===== config.mk =====
export PLATFORM = sky130hd
export DESIGN_NAME = cdb_arbiter_flat
export DESIGN_NICKNAME = d
export VERILOG_FILES = /design/src/rtl/cdb_arbiter_pkg.sv /design/src/rtl/cdb_arbiter_if.sv /design/src/rtl/cdb_arbiter_rr_arbiter.sv /design/src/rtl/cdb_arbiter.sv /design/src/flat_wrapper.sv
export SDC_FILE = /design/constraint.sdc
export NUM_CORES = 1
export LEC_CHECK = 0
export ABC_CLOCK_PERIOD_IN_PS = 6800
export CORE_ASPECT_RATIO = 0.8
export CORE_MARGIN = 8
export CORE_UTILIZATION = 25
export CTS_CLUSTER_SIZE = 14
export DETAILED_ROUTE_END_ITERATION = 8
export SYNTH_ARGS = -nofsm -noshare
export SYNTH_HDL_FRONTEND = slang
export SYNTH_HIERARCHICAL = 1
export SYNTH_SLANG_ARGS = --single-unit

===== constraint.sdc =====
create_clock -name clk_in -period 6.8 [get_ports clk_in]
set_input_delay 1.36 -clock clk_in [delete_from_list [all_inputs] [get_ports clk_in]]
set_output_delay 1.36 -clock clk_in [all_outputs]
set_load 0.02 [all_outputs]

===== src/rtl/cdb_arbiter_pkg.sv =====
// cdb_arbiter_pkg: shared sizes, requester ids and helpers for the write-back arbiter
package cdb_arbiter_pkg;
  localparam int ROB_SIZE_BIT = 5;
  localparam int CDB_NREQ = 4;
  localparam int CDB_SRC_ALU = 0;
  localparam int CDB_SRC_LSB = 1;
  function automatic int wrap_inc(input int v, input int n);
    return (v + 1 == n) ? 0 : v + 1;
  endfunction
endpackage


===== src/rtl/cdb_arbiter_if.sv =====
// cdb_arbiter_if: requester handshake and common-data-bus broadcast signals
interface cdb_arbiter_if
  import cdb_arbiter_pkg::*;
#(
  parameter int N_REQ = CDB_NREQ,
  parameter int IDX_W = ROB_SIZE_BIT,
  parameter int DATA_W = 32,
  parameter int SRC_W = $clog2(N_REQ)
);
  logic rdy_in;
  logic clear;
  logic [N_REQ-1:0] req_valid;
  logic [N_REQ*IDX_W-1:0] req_rob_idx;
  logic [N_REQ*DATA_W-1:0] req_value;
  logic [N_REQ-1:0] req_ready;
  logic cdb_valid;
  logic [IDX_W-1:0] cdb_rob_idx;
  logic [DATA_W-1:0] cdb_value;
  logic [SRC_W-1:0] cdb_src;
  modport master (
    output rdy_in, clear, req_valid, req_rob_idx, req_value,
    input req_ready, cdb_valid, cdb_rob_idx, cdb_value, cdb_src
  );
  modport slave (
    input rdy_in, clear, req_valid, req_rob_idx, req_value,
    output req_ready, cdb_valid, cdb_rob_idx, cdb_value, cdb_src
  );
endinterface


===== src/rtl/cdb_arbiter_rr_arbiter.sv =====
// rr_arbiter: combinational round-robin pick of the first request at or after ptr
module rr_arbiter #(
  parameter int N = 4,
  parameter int W = $clog2(N)
) (
  input logic [N-1:0] req,
  input logic [W-1:0] ptr,
  output logic [N-1:0] grant,
  output logic [W-1:0] idx,
  output logic any
);
  // scan ptr, ptr+1, ... modulo N and take the first set request
  always_comb begin
    logic [W-1:0] j;
    grant = '0;
    idx = '0;
    any = 1'b0;
    j = '0;
    for (int k = 0; k < N; k++) begin
      j = W'((int'(ptr) + k) % N);
      if (!any && req[j]) begin
        any = 1'b1;
        grant[j] = 1'b1;
        idx = j;
      end
    end
  end
endmodule


===== src/rtl/cdb_arbiter.sv =====
// cdb_arbiter: shares the ROB write-back bus among requesters with 1-entry holding slots
module cdb_arbiter
  import cdb_arbiter_pkg::*;
#(
  parameter int N_REQ = CDB_NREQ,
  parameter int IDX_W = ROB_SIZE_BIT,
  parameter int DATA_W = 32,
  parameter int SRC_W = $clog2(N_REQ)
) (
  input logic clk_in,
  input logic rst_in,
  cdb_arbiter_if.slave bus
);
  logic [N_REQ-1:0] hold_valid;
  logic [IDX_W-1:0] hold_idx [N_REQ];
  logic [DATA_W-1:0] hold_value [N_REQ];
  logic [SRC_W-1:0] rr_ptr;
  logic [N_REQ-1:0] grant;
  logic [SRC_W-1:0] gnt_idx;
  logic gnt_any;
  logic [N_REQ-1:0] ready;
  rr_arbiter #(.N(N_REQ), .W(SRC_W)) u_rr (
    .req(hold_valid),
    .ptr(rr_ptr),
    .grant(grant),
    .idx(gnt_idx),
    .any(gnt_any)
  );
  // a slot accepts when empty or being drained this edge; depends only on state, never on req_valid
  assign ready = (bus.rdy_in && !bus.clear) ? (~hold_valid | grant) : '0;
  assign bus.req_ready = ready;
  // broadcast register, round-robin pointer and holding slots; rdy_in low freezes everything
  always_ff @(posedge clk_in or posedge rst_in) begin
    if (rst_in) begin
      hold_valid <= '0;
      hold_idx <= '{default: '0};
      hold_value <= '{default: '0};
      rr_ptr <= '0;
      bus.cdb_valid <= 1'b0;
      bus.cdb_rob_idx <= '0;
      bus.cdb_value <= '0;
      bus.cdb_src <= '0;
    end else if (bus.rdy_in) begin
      if (bus.clear) begin
        hold_valid <= '0;
        bus.cdb_valid <= 1'b0;
      end else begin
        bus.cdb_valid <= gnt_any;
        if (gnt_any) begin
          bus.cdb_rob_idx <= hold_idx[gnt_idx];
          bus.cdb_value <= hold_value[gnt_idx];
          bus.cdb_src <= gnt_idx;
          rr_ptr <= SRC_W'(wrap_inc(int'(gnt_idx), N_REQ));
        end
        for (int i = 0; i < N_REQ; i++) begin
          if (bus.req_valid[i] && ready[i]) begin
            hold_valid[i] <= 1'b1;
            hold_idx[i] <= bus.req_rob_idx[i*IDX_W +: IDX_W];
            hold_value[i] <= bus.req_value[i*DATA_W +: DATA_W];
          end else if (grant[i]) begin
            hold_valid[i] <= 1'b0;
          end
        end
      end
    end
  end
endmodule


===== src/flat_wrapper.sv =====
// flat-port wrapper written by rule: the top's interface ports become plain ports
module cdb_arbiter_flat import cdb_arbiter_pkg::*;
#(
  parameter int N_REQ = CDB_NREQ,
  parameter int IDX_W = ROB_SIZE_BIT,
  parameter int DATA_W = 32,
  parameter int SRC_W = $clog2(N_REQ)
)
  (clk_in, rst_in, bus_rdy_in, bus_clear, bus_req_valid, bus_req_rob_idx, bus_req_value, bus_req_ready, bus_cdb_valid, bus_cdb_rob_idx, bus_cdb_value, bus_cdb_src);
  cdb_arbiter_if #(.N_REQ(N_REQ), .IDX_W(IDX_W), .DATA_W(DATA_W), .SRC_W(SRC_W)) bus_i ();
  input logic clk_in;
  input logic rst_in;
  input wire logic [$bits(bus_i.rdy_in)-1:0] bus_rdy_in;
  input wire logic [$bits(bus_i.clear)-1:0] bus_clear;
  input wire logic [$bits(bus_i.req_valid)-1:0] bus_req_valid;
  input wire logic [$bits(bus_i.req_rob_idx)-1:0] bus_req_rob_idx;
  input wire logic [$bits(bus_i.req_value)-1:0] bus_req_value;
  output wire logic [$bits(bus_i.req_ready)-1:0] bus_req_ready;
  output wire logic [$bits(bus_i.cdb_valid)-1:0] bus_cdb_valid;
  output wire logic [$bits(bus_i.cdb_rob_idx)-1:0] bus_cdb_rob_idx;
  output wire logic [$bits(bus_i.cdb_value)-1:0] bus_cdb_value;
  output wire logic [$bits(bus_i.cdb_src)-1:0] bus_cdb_src;
  assign bus_i.rdy_in = bus_rdy_in;
  assign bus_i.clear = bus_clear;
  assign bus_i.req_valid = bus_req_valid;
  assign bus_i.req_rob_idx = bus_req_rob_idx;
  assign bus_i.req_value = bus_req_value;
  assign bus_req_ready = bus_i.req_ready;
  assign bus_cdb_valid = bus_i.cdb_valid;
  assign bus_cdb_rob_idx = bus_i.cdb_rob_idx;
  assign bus_cdb_value = bus_i.cdb_value;
  assign bus_cdb_src = bus_i.cdb_src;
  cdb_arbiter #(.N_REQ(N_REQ), .IDX_W(IDX_W), .DATA_W(DATA_W), .SRC_W(SRC_W)) u_core (.clk_in(clk_in), .rst_in(rst_in), .bus(bus_i));
endmodule

==> impl_metrics.json <==
{
  "comb_power_share_pct": 49.5,
  "drv_slew": 0,
  "routedWlPerCell_um": 20.09,
  "synth_compound_area_share_pct": 5.608,
  "antenna_found_initial": 2,
  "cts_htree_levels": 4,
  "placed_cells": 1257,
  "cp_max_fo": 13,
  "synth-adder-area-share_pct": 0.8287,
  "vias": 5723,
  "cts_sinks": 194,
  "outcome": "finished, final reports clean",
  "drt_pass1_iterations": 4,
  "die-area_um2": 42620,
  "synthMuxAreaShare_pct": 32.03,
  "nets": 958,
  "ys_ff_latch": 194,
  "drv_cap": 0,
  "path_cells": "inv_1, ha_1, mux4_2, nor4b_4, a22oi_1, o21ai_0, nand2b_1, and2_1, clkdlybuf4s50_1",
  "rrSetupSlack_ps": 2860,
  "fin_cells": 1290,
  "viasPerCell": 4.436,
  "seq_area_um2": 4855,
  "globalRoute.totalOverflow": 0,
  "synth_fp_nets": 772,
  "grt_pass1_vias": 6278,
  "path_delay_family": "simple AND/OR/NAND/NOR gates",
  "rsz0062_at_grt": "no",
  "path_clk_slew_ps": 70,
  "grt_pass1_wl_um": 39540,
  "max_slew.worst_pin.slew_ps": 958.3,
  "syn2layout_area_growth_pct": 32.57,
  "drc": 0,
  "drive_gt1_share_pct": 25.09,
  "slowest_delay_ps": 650,
  "internal-power_w": 0.003872,
  "relSlewSlack_pct": 36.11,
  "pwr_density_cell_nw_per_um2": 508.8,
  "dp_hpwl_um": 16740,
  "worstSetupPathType": "reg2out",
  "period_share_pct": 74.58,
  "fillCellCount": 3570,
  "multiInputGateArea_um2": 3871,
  "die_h_um": 186.3,
  "yosysWarningCount": 6,
  "p_leak_nw": 5.347,
  "end_kind": "primary output",
  "drt_iter0_drc": 363,
  "cts_tree": "done",
  "rows": 62,
  "synth-xor-area-share_pct": 0,
  "start_util_pct": 25.28,
  "numPortBuffers": 199,
  "p_sw_w": 0.002238,
  "p_seq_share_pct": 33.9,
  "cp.required_ps": 5440,
  "finalHoldViolCount": 0,
  "fmax_ghz": 0.1972,
  "synth_top_family_by_area": "multiplexers",
  "cpMaxStageDelayCell": "dfrtp_1",
  "period_needed_ps": 5072,
  "power.total_w": 0.006111,
  "peakVddDrop_mv": 0.2134,
  "switching_share_pct": 36.63,
  "io_pins": 200,
  "postSynthAreaPerCell_um2": 14.85,
  "hold_class": "reg2reg",
  "postCtsSetupBuffers": 0,
  "setup_violations": 0,
  "place_congestion": 0.7337,
  "yosys.cell_types.count": 38,
  "layout_common_cells": "clkdlybuf4s50_1, dfrtp_1, mux2_4, mux2i_1, mux2_2",
  "crit_path_start_kind": "flop",
  "cp.buffers_inverters": 2,
  "track_usage_pct": 12.13,
  "pwr-share-clk_pct": 16.5,
  "grt_max_degree": 101,
  "cts-buffers-inserted": 17,
  "cp.arrival_ps": 3710,
  "cts.path.max_buffers": 2,
  "die_w_um": 228.8,
  "clock-root-buffer": "clkbuf_16",
  "holdBufCountCts": 0,
  "syn_inst": 610,
  "finalSetupTns_ps": 0,
  "synth_seq_area_share_pct": 53.59,
  "ant_nets": 0,
  "fin_worst_skew_ps": 8.340,
  "core-area_um2": 35840,
  "wl_um": 25920,
  "layout.cells.most_common": "clkdlybuf4s50_1",
  "synthSimpleGateAreaFrac_pct": 4.088,
  "post_cts_resized": 0,
  "clk_latency_ps": 440,
  "syn_area_um2": 9059
}
-- power groups by stage --
| stage | Clock, W | Sequential, W | Combinational [W] |
|---|---|---|---|
| after floorplan | 0 | 0.00211 | 0.00218 |
| after global placement | 0 | 0.00208 | 0.00302 |
| after detailed placement | 0 | 0.00209 | 0.00306 |
| after CTS | 0.00105 | 0.00208 | 0.00307 |
| after global routing | 0.00110 | 0.00215 | 0.00326 |
| final | 0.00101 | 0.00207 | 0.00303 |
-- state kept, by name, indices dropped and copies added (netlist names) --
name / cells
u_core/hold_value: 128
u_core/bus.cdb_value: 32
u_core/hold_idx: 20
u_core/bus.cdb_rob_idx: 5
u_core/hold_valid: 4
u_core/bus.cdb_src: 2
u_core/rr_ptr: 2
u_core/bus.cdb_valid: 1
-- logic make-up (layout without fill, tap and decap cells) --
| logic type | after synthesis | after routing |
|---|---|---|
| AND/OR/NAND/NOR | 65 | 65 |
| multiplexers | 231 | 231 |
| AO/OA/AOI/OAI | 65 | 65 |
| buffers and inverters | 49 | 248 |
| flip-flops | 194 | 194 |
| other | 0 | 1 |
| adder cells (fa/ha/maj) | 6 | 6 |
-- cells in the mapped netlist --
cell type    n  area [µm²]
a22oi_1      8       60.06
nand3b_4     3       60.06
buf_2       12       60.06
nand3b_1     1       7.510
o311ai_0     1       8.760
buf_4        2       15.01
a21oi_1      4       20.02
o31ai_1      2       15.01
nand3_4      1       17.52
ha_1         6       75.07
o21ai_0      7       35.03
nand2b_1     3       18.77
and2_1       1       6.260
nand2_1     41       153.9
nor4_1       1       6.260
nor2b_1      3       18.77
nor2b_2      1       8.760
nor4b_4      1       23.77
a32o_1       1       10.01
o211ai_1     1       7.510
a22o_1       1       8.760
mux2_4      91        1366
inv_1        9       33.78
clkbuf_8     3       41.29
nor3_1       1       5.000
mux4_2       2       45.04
mux2i_1     75       750.7
mux4_1       2       52.55
o22ai_1      3       18.77
nor2_1       5       18.77
o221ai_1    37       324.1
nand3_1      1       5.000
mux2_2      61       686.9
dfrtp_1    194        4855
nand3b_2     1       11.26
and2b_2      1       8.760
clkbuf_1     8       30.03
buf_6       15       168.9
-- layer usage --
| layer | wire length [µm] | GRT usage, % |
|---|---|---|
| met1 | 12210 | 16.10 |
| met2 | 12080 | 19.17 |
| met3 | 1231 | 3.623 |
| met4 | 399 | 3.336 |
| met5 | 0 | 0 |
-- worst reg2reg max path, delay by kind of cell, from the launching register on --
kind	cells	cell delay, ps
AOI/OAI and AO/OA	2	910
muxes	2	770
buffers and inverters	2	680
DFF	1	650
adders and majority gates	1	390
and+or+nand+nor	1	390
-- final timing paths --
kind,start,endpoint,depth (start not counted)
setup / recovery,u_core/rr_ptr[0]$_DFFE_PP0P_,bus_req_ready[2],9
min in group asynchronous,rst_in,u_core/hold_value[45]$_DFFE_PP0P_,2
setup reg to reg,u_core/rr_ptr[0]$_DFFE_PP0P_,u_core/bus.cdb_value[7]$_DFFE_PP0P_,8
max in group asynchronous,rst_in,u_core/hold_value[6]$_DFFE_PP0P_,3
hold reg to reg,u_core/bus.cdb_src[0]$_DFFE_PP0P_,u_core/bus.cdb_src[0]$_DFFE_PP0P_,2
hold / removal,u_core/bus.cdb_src[0]$_DFFE_PP0P_,u_core/bus.cdb_src[0]$_DFFE_PP0P_,2
-- final cells by class --
cell class / instances / share of cell area [%]
multi-input combinational: 367 / 32.24
clock buffer: 23 / 4.063
inverter: 9 / 0.3438
clock inverter: 9 / 0.8231
antenna: 1 / 0.02084
timing repair buffer: 207 / 17.09
sequential: 194 / 40.43
tap: 480 / 5.001
-- through the flow --
stage                     utilization [%]  hold slack [ps]  cell area (µm²)  worst slack (ps)
final                               33.51            489.8            12010              1728
after CTS                           33.50            494.2            12010              1695
after detailed placement            31.86            473.3            11420              2015
after global routing                33.51            511.7            12010              1519
after global placement              31.86            470.3            11420              2049
after floorplan                         -            478.6             9059             156.1
No activity file was read; power rests on OpenSTA's default activity.
